===== src/rtl/frame_reader_pkg.sv =====
// -----------------------------------------------------------------------------
// frame_reader_pkg
// Shared types and helpers for the acoustics frame reader:
//   state_t            FSM state encoding
//   SYNC_BYTE_DEFAULT  frame header byte
//   MAX_FRAME_LEN      largest frame the 8-bit, stride-4 ring buffer can supply
//   SAMPLE_W           ring buffer sample width
//   sample_byte()      splits a 10-bit sample into its hi/lo transmit bytes
//   store_addr_w()     address width of the local frame store
// -----------------------------------------------------------------------------
package frame_reader_pkg;

  typedef enum logic [2:0] {
    IDLE,
    REQ,
    DRAIN,
    TX_HDR,
    TX_SEQ,
    TX_HI,
    TX_LO,
    TX_SUM
  } state_t;

  localparam logic [7:0] SYNC_BYTE_DEFAULT = 8'hA5;
  localparam int         MAX_FRAME_LEN     = 64;
  localparam int         SAMPLE_W          = 10;

  // hi byte carries the two MSBs right-aligned, lo byte the eight LSBs
  function automatic logic [7:0] sample_byte(input logic [SAMPLE_W-1:0] sample,
                                             input logic                hi);
    return hi ? {6'b0, sample[9:8]} : sample[7:0];
  endfunction

  // at least one address bit, even for a single-entry store
  function automatic int store_addr_w(input int n);
    return (n > 1) ? $clog2(n) : 1;
  endfunction

endpackage


===== src/rtl/frame_capture_store.sv =====
// -----------------------------------------------------------------------------
// frame_capture_store
// Local frame store: FRAME_LEN x 10-bit register file, one synchronous write
// port and one asynchronous read port, so it can map to distributed RAM.
// Ports:
//   clk      clock
//   wr_en    write strobe, samples wr_data into entry wr_idx at posedge
//   wr_idx   write index
//   wr_data  sample to store
//   rd_idx   read index
//   rd_data  entry rd_idx, combinational
// The array is sized to a power of two so any index value stays in range;
// entries at or above FRAME_LEN are never written or used.
// -----------------------------------------------------------------------------
module frame_capture_store
  import frame_reader_pkg::*;
#(
  parameter int FRAME_LEN = 64,
  parameter int AW        = store_addr_w(FRAME_LEN)
) (
  input  logic                clk,
  input  logic                wr_en,
  input  logic [AW-1:0]       wr_idx,
  input  logic [SAMPLE_W-1:0] wr_data,
  input  logic [AW-1:0]       rd_idx,
  output logic [SAMPLE_W-1:0] rd_data
);

  logic [SAMPLE_W-1:0] mem [2**AW];

  always_ff @(posedge clk) begin
    if (wr_en) begin
      mem[wr_idx] <= wr_data;
    end
  end

  assign rd_data = mem[rd_idx];

endmodule


===== src/rtl/frame_reader.sv =====
// -----------------------------------------------------------------------------
// frame_reader
// Consumer end of the acoustics ring buffer. A primed trigger requests one
// frame (send_frame high for FRAME_LEN cycles), captures the returned samples
// into a local store, then sends header, sequence, hi/lo bytes per sample and
// a modulo-256 checksum over a valid/ready byte stream.
// Ports:
//   clk            clock
//   reset_b        asynchronous active-low reset
//   trigger        single-cycle frame request pulse
//   buf_primed     ring buffer primed level; latched into a sticky flag
//   send_frame     registered request to the ring buffer
//   frame_data     ring buffer read data, one sample per cycle
//   tx_data        byte toward the host link
//   tx_valid       tx_data valid
//   tx_ready       host link accepts a byte when tx_valid && tx_ready
//   busy           high in every state except IDLE
//   frame_dropped  one-cycle pulse when a trigger is rejected
//   frame_seq      sequence number of the last completed frame
//
// state  | meaning
// -------+---------------------------------------------------------------
// IDLE   | waiting for a trigger with the ring buffer primed
// REQ    | send_frame high, FRAME_LEN cycles timed by a down-counter
// DRAIN  | request done, waiting for the last sample to land in the store
// TX_HDR | sending SYNC_BYTE
// TX_SEQ | sending frame_seq+1
// TX_HI  | sending upper 2 bits of sample tx_idx
// TX_LO  | sending lower 8 bits of sample tx_idx
// TX_SUM | sending checksum; frame_seq advances on its handshake
// -----------------------------------------------------------------------------
module frame_reader
  import frame_reader_pkg::*;
#(
  parameter int         FRAME_LEN  = 64,
  parameter int         RD_LATENCY = 1,
  parameter logic [7:0] SYNC_BYTE  = SYNC_BYTE_DEFAULT
) (
  input  logic                clk,
  input  logic                reset_b,
  input  logic                trigger,
  input  logic                buf_primed,
  output logic                send_frame,
  input  logic [SAMPLE_W-1:0] frame_data,
  output logic [7:0]          tx_data,
  output logic                tx_valid,
  input  logic                tx_ready,
  output logic                busy,
  output logic                frame_dropped,
  output logic [7:0]          frame_seq
);

  localparam int IDX_W = $clog2(FRAME_LEN + 1);
  localparam int AW    = store_addr_w(FRAME_LEN);

  localparam logic [IDX_W-1:0] ONE      = IDX_W'(1);
  localparam logic [IDX_W-1:0] LEN_IDX  = IDX_W'(FRAME_LEN);
  localparam logic [IDX_W-1:0] LAST_IDX = IDX_W'(FRAME_LEN - 1);

  if (FRAME_LEN < 1 || FRAME_LEN > MAX_FRAME_LEN) begin : g_bad_frame_len
    $error("frame_reader: FRAME_LEN out of range");
  end
  if (RD_LATENCY < 1 || RD_LATENCY > 2) begin : g_bad_rd_latency
    $error("frame_reader: RD_LATENCY out of range");
  end

  state_t              state;
  logic                primed_seen;
  logic [IDX_W-1:0]    req_cnt;
  logic [IDX_W-1:0]    cap_cnt;
  logic [IDX_W-1:0]    tx_idx;
  logic [IDX_W-1:0]    tx_idx_inc;
  logic [RD_LATENCY:0] sf_pipe;
  logic [7:0]          checksum;

  logic                accept;
  logic                handshake;
  logic                cap_wr_en;
  logic                cap_last;
  logic [AW-1:0]       store_rd_idx;
  logic [SAMPLE_W-1:0] store_rd_data;

  assign accept     = (state == IDLE) && trigger && primed_seen;
  assign handshake  = tx_valid && tx_ready;
  assign tx_idx_inc = tx_idx + ONE;

  // Sample k is on frame_data RD_LATENCY+1 cycles after the ring buffer saw
  // request cycle k, so a delayed copy of send_frame marks the capture window.
  assign cap_wr_en = sf_pipe[RD_LATENCY] && (cap_cnt != LEN_IDX);
  assign cap_last  = cap_wr_en && (cap_cnt == LAST_IDX);

  // In TX_LO the next byte is the hi half of the following sample, so look ahead.
  assign store_rd_idx = (state == TX_LO) ? tx_idx_inc[AW-1:0] : tx_idx[AW-1:0];

  frame_capture_store #(
    .FRAME_LEN (FRAME_LEN),
    .AW        (AW)
  ) u_store (
    .clk     (clk),
    .wr_en   (cap_wr_en),
    .wr_idx  (cap_cnt[AW-1:0]),
    .wr_data (frame_data),
    .rd_idx  (store_rd_idx),
    .rd_data (store_rd_data)
  );

  // Capture runs independently of the FSM; it overlaps REQ -> DRAIN.
  always_ff @(posedge clk or negedge reset_b) begin
    if (!reset_b) begin
      sf_pipe <= '0;
      cap_cnt <= '0;
    end else begin
      sf_pipe <= {sf_pipe[RD_LATENCY-1:0], send_frame};
      if (accept) begin
        cap_cnt <= '0;
      end else if (cap_wr_en) begin
        cap_cnt <= cap_cnt + ONE;
      end
    end
  end

  always_ff @(posedge clk or negedge reset_b) begin
    if (!reset_b) begin
      state         <= IDLE;
      primed_seen   <= 1'b0;
      send_frame    <= 1'b0;
      tx_valid      <= 1'b0;
      tx_data       <= '0;
      busy          <= 1'b0;
      frame_dropped <= 1'b0;
      frame_seq     <= '0;
      req_cnt       <= '0;
      tx_idx        <= '0;
      checksum      <= '0;
    end else begin
      frame_dropped <= trigger && !accept;
      if (buf_primed) begin
        primed_seen <= 1'b1;
      end

      case (state)
        IDLE: begin
          if (accept) begin
            state      <= REQ;
            send_frame <= 1'b1;
            busy       <= 1'b1;
            req_cnt    <= LAST_IDX;
          end
        end

        REQ: begin
          if (req_cnt == '0) begin
            send_frame <= 1'b0;
            state      <= DRAIN;
          end else begin
            req_cnt <= req_cnt - ONE;
          end
        end

        DRAIN: begin
          if (cap_last || (cap_cnt == LEN_IDX)) begin
            state    <= TX_HDR;
            tx_valid <= 1'b1;
            tx_data  <= SYNC_BYTE;
          end
        end

        TX_HDR: begin
          if (handshake) begin
            state    <= TX_SEQ;
            tx_data  <= frame_seq + 8'd1;
            checksum <= '0;
            tx_idx   <= '0;
          end
        end

        TX_SEQ: begin
          if (handshake) begin
            state    <= TX_HI;
            tx_data  <= sample_byte(store_rd_data, 1'b1);
            checksum <= checksum + tx_data;
          end
        end

        TX_HI: begin
          if (handshake) begin
            state    <= TX_LO;
            tx_data  <= sample_byte(store_rd_data, 1'b0);
            checksum <= checksum + tx_data;
          end
        end

        TX_LO: begin
          if (handshake) begin
            checksum <= checksum + tx_data;
            tx_idx   <= tx_idx_inc;
            if (tx_idx_inc != LEN_IDX) begin
              state   <= TX_HI;
              tx_data <= sample_byte(store_rd_data, 1'b1);
            end else begin
              state   <= TX_SUM;
              tx_data <= checksum + tx_data;
            end
          end
        end

        TX_SUM: begin
          if (handshake) begin
            state     <= IDLE;
            tx_valid  <= 1'b0;
            busy      <= 1'b0;
            frame_seq <= frame_seq + 8'd1;
          end
        end

        default: begin
          state <= IDLE;
        end
      endcase
    end
  end

endmodule


===== config.mk =====
export PLATFORM = sky130hd
export DESIGN_NAME = frame_reader
export DESIGN_NICKNAME = d
export VERILOG_FILES = /design/src/rtl/frame_reader_pkg.sv /design/src/rtl/frame_capture_store.sv /design/src/rtl/frame_reader.sv
export SDC_FILE = /design/constraint.sdc
export NUM_CORES = 1
export LEC_CHECK = 0
export BUFFER_PORTS_ARGS = -buffer_cell sky130_fd_sc_hd__buf_2
export CELL_PAD_IN_SITES_DETAIL_PLACEMENT = 1
export CELL_PAD_IN_SITES_GLOBAL_PLACEMENT = 2
export CORE_ASPECT_RATIO = 0.75
export CORE_MARGIN = 4
export CORE_UTILIZATION = 47
export DETAILED_ROUTE_END_ITERATION = 8
export PLACE_DENSITY_LB_ADDON = 0.1
export SLEW_MARGIN = 20
export SYNTH_ARGS = -nofsm -noshare
export SYNTH_HDL_FRONTEND = slang
export SYNTH_SLANG_ARGS = --single-unit

===== constraint.sdc =====
create_clock -name clk -period 4.1 [get_ports clk]
set_clock_uncertainty 0.15 [all_clocks]
set_input_delay 0.82 -clock clk [delete_from_list [all_inputs] [get_ports clk]]
set_output_delay 0.82 -clock clk [all_outputs]
set_load 0.05 [all_outputs]

==> flow_metrics.env <==
export IMPL_mostFrequentLayoutCell="edfxtp_1"
export IMPL_worst_setup_path_start_kind="flop"
export IMPL_grt_first_pass_wirelength_um=139000
export IMPL_fmax_mhz=250
export IMPL_dpl_hpwl_um=63500
export IMPL_crit_fanout=20
export IMPL_wl_per_cell_um=32.8
export IMPL_internal_power_uw=14600
export IMPL_power_density_mw_per_mm2=658
export IMPL_coreArea_mm2=0.0621
export IMPL_antenna_left=0
export IMPL_slew_violations=0
export IMPL_via_per_inst=6.36
export IMPL_syn_area_per_cell_um2=15.7
export IMPL_die_x_um=297
export IMPL_hold_path_class="primary input to asynchronous set/reset pin"
export IMPL_comb_power_share=0.327
export IMPL_drc=0
export IMPL_async_flop_share=0.0791
export IMPL_synth_edf_count=640
export IMPL_fp_dieH_um=225
export IMPL_vdd_drop_max_mv=0.414
export IMPL_ioPinCount=35
export IMPL_setup_viol=0
export IMPL_initial_core_util=0.476
export IMPL_ys_warnings_count=0
export IMPL_mostFrequentLayoutCells="640 x edfxtp_1, 226 x nand2_1, 175 x buf_4, 121 x mux2i_1, 107 x nor2_1"
export IMPL_p_sw_frac=0.347
export IMPL_clockPowerShare=0.288
export IMPL_cts_hold_buf=0
export IMPL_syn_nets=1916
export IMPL_clk_latency_ns=0.63
export IMPL_worstPathArrival_ns=4.34
export IMPL_worst_slack_ns=0.0923
export IMPL_grt_setup_unrepaired="no"
export IMPL_htreeDepth=3
export IMPL_post_place_ws_ns=0.173
export IMPL_ys_seq_area_frac=0.697
export IMPL_crit_type="flop to flop"
export IMPL_leakagePower_uw=0.0114
export IMPL_num_nets_final=2094
export IMPL_synth_ff_type="edfxtp_1"
export IMPL_grt_usage=0.289
export IMPL_yosysUniqueCellTypes=84
export IMPL_seqPwrFrac=0.386
export IMPL_drt_iter0_markers=2152
export IMPL_clkSinkCount=695
export IMPL_syn_inst=1887
export IMPL_hold_viol_final=0
export IMPL_ys_ff_latch=695
export IMPL_slowest_delay_ns=0.54
export IMPL_grt_max_degree=65
export IMPL_portBuffers=34
export IMPL_required_ns=4.43
export IMPL_postCtsSetupRepairBufs=0
export IMPL_tightestPinTransition_ns=1.11
export IMPL_cp_cell_sequence="ha_4 > and4b_1 > a21o_4 > buf_4 > mux2i_1 > a32oi_1 > a32oi_1 > o2111ai_1 > o41ai_1 > buf_4 > a31oi_1"
export IMPL_num_antenna_cells=0
export IMPL_cts_repair_resized=0
export IMPL_grt_pass1_vias=18800
export IMPL_gp_congestion=0.884
export IMPL_cp_slowest_cell="dfrtp_4"
export IMPL_yosysTopAreaCell="edfxtp_1"
export IMPL_numCtsBuffers=71
export IMPL_grt_overflow=0
export IMPL_slew_limit_headroom=0.255
export IMPL_first_pass_iters=5
export IMPL_syn_area_mm2=0.0295
export IMPL_layout_drive_gt1_share=0.215
export IMPL_status="finished, final reports clean"
export IMPL_path_clk_slew_ns=0.06
export IMPL_rows=79
export IMPL_switching_power_uw=7760
export IMPL_cap_violations=0
export IMPL_yosys_area_top_type_share=0.651
export IMPL_via_count=18600
export IMPL_clock_path_buffers=3
export IMPL_final_setup_tns_ns=0
export IMPL_finalCriticalPeriod_ns=4.01
export IMPL_dieArea_mm2=0.0670
export IMPL_root_buffer="clkbuf_16"
export IMPL_cp_end_kind="flop"
export IMPL_antenna_found_initial=1
export IMPL_synthTopCellsByArea="edfxtp_1 65%, mux4_2 7.1%, dfrtp_1 4.7%"
export IMPL_timing_final_crit_share=0.977
export IMPL_cts_tree="done"
export IMPL_wirelength_um=96200
export IMPL_area_growth_syn_to_layout_pct=15.1
[cell usage after synthesis, types with 12 or more instances]
master / instances
a21oi_1: 41
xor2_1: 15
nand2_1: 227
ha_1: 13
mux2i_1: 121
nor3_1: 19
nand4_1: 35
dfrtp_1: 55
nand3_1: 82
nor2_1: 117
buf_4: 13
mux4_2: 93
xnor2_1: 18
nor2b_1: 19
a211oi_1: 16
a31oi_1: 12
edfxtp_1: 640
buf_2: 43
o21ai_0: 41
clkbuf_1: 44
[flip-flops by register name (all words and copies together), names as in the netlist]
register	cells
state	3
tx_data	8
req_cnt	7
tx_valid	1
cap_cnt	7
sf_pipe	2
frame_seq	8
u_store.mem	640
checksum	8
send_frame	1
primed_seen	1
frame_dropped	1
busy	1
tx_idx	7
[routing by layer]
metal  global-route usage  up-vias  part of all wire
met5                    0        -                 0
met4               0.0789        0             0.024
met3               0.0511      144             0.085
met2                0.431      848              0.44
met1                0.444     9873              0.45
li1                     -     7761                 -
[metrics by stage]
step | hold slack [ns] | power (uW) | std cells | cell area [um^2] | utilization
floorplan | 0.181 | 13000 | 1887 | 29500 | -
finish | 0.0523 | 22400 | 2930 | 34000 | 0.548
global placement | 0.190 | 15800 | 2802 | 31700 | 0.510
detailed placement | 0.203 | 16000 | 2802 | 31700 | 0.511
global route | 0.0720 | 23200 | 2930 | 34000 | 0.548
CTS | 0.209 | 22400 | 2930 | 34000 | 0.547
[critical path: cells and delay by family (launching register included)]
| family | cells | cell delay (ns) |
|---|---|---|
| compound gates | 6 | 1.85 |
| fa+ha+maj | 1 | 0.31 |
| buf+inv | 2 | 0.54 |
| flops | 1 | 0.54 |
| mux | 1 | 0.22 |
| simple gates | 1 | 0.23 |
[power by group through the flow]
stage	Sequential [uW]	Clock, uW	Combinational (uW)
CTS	8610	6530	7260
global route	8650	6820	7700
finish	8620	6430	7310
detailed placement	8760	0	7210
floorplan	8790	0	4170
global placement	8730	0	7100
[final cells by class]
type	instances	area (um^2)
well taps	810	1010
flip-flops and latches	695	20600
repair buffers	217	1660
fillers	5756	28100
inverters	11	41.3
clock buffers	92	1980
clock inverters	36	297
multi-input cells	1069	8400
[final timing paths]
check                           start  slack [ns]  cells past startpoint     endpoint
min in group clk           sf_pipe[0]        0.21                      0   sf_pipe[1]
max                         tx_idx[1]        0.09                     11   tx_data[5]
max in group asynchronous     reset_b        3.04                      2  checksum[7]
min                           reset_b        0.05                      1   req_cnt[0]
min reg2reg                sf_pipe[0]        0.21                      0   sf_pipe[1]
max reg2reg                 tx_idx[1]        0.09                     11   tx_data[5]
[cell families (layout without fill, tap and decap cells)]
group / Yosys count / after routing / synth area share
AO/OA/AOI/OAI: 245 / 245 / 0.0593
XOR/XNOR: 37 / 37 / 0.0131
adder cells (fa/ha/maj): 14 / 14 / 0.00619
buffers and inverters: 123 / 356 / 0.0213
flip-flops: 695 / 695 / 0.697
multiplexers: 219 / 219 / 0.116
AND/OR/NAND/NOR: 554 / 554 / 0.0864
No activity file was read; power rests on OpenSTA's default activity.
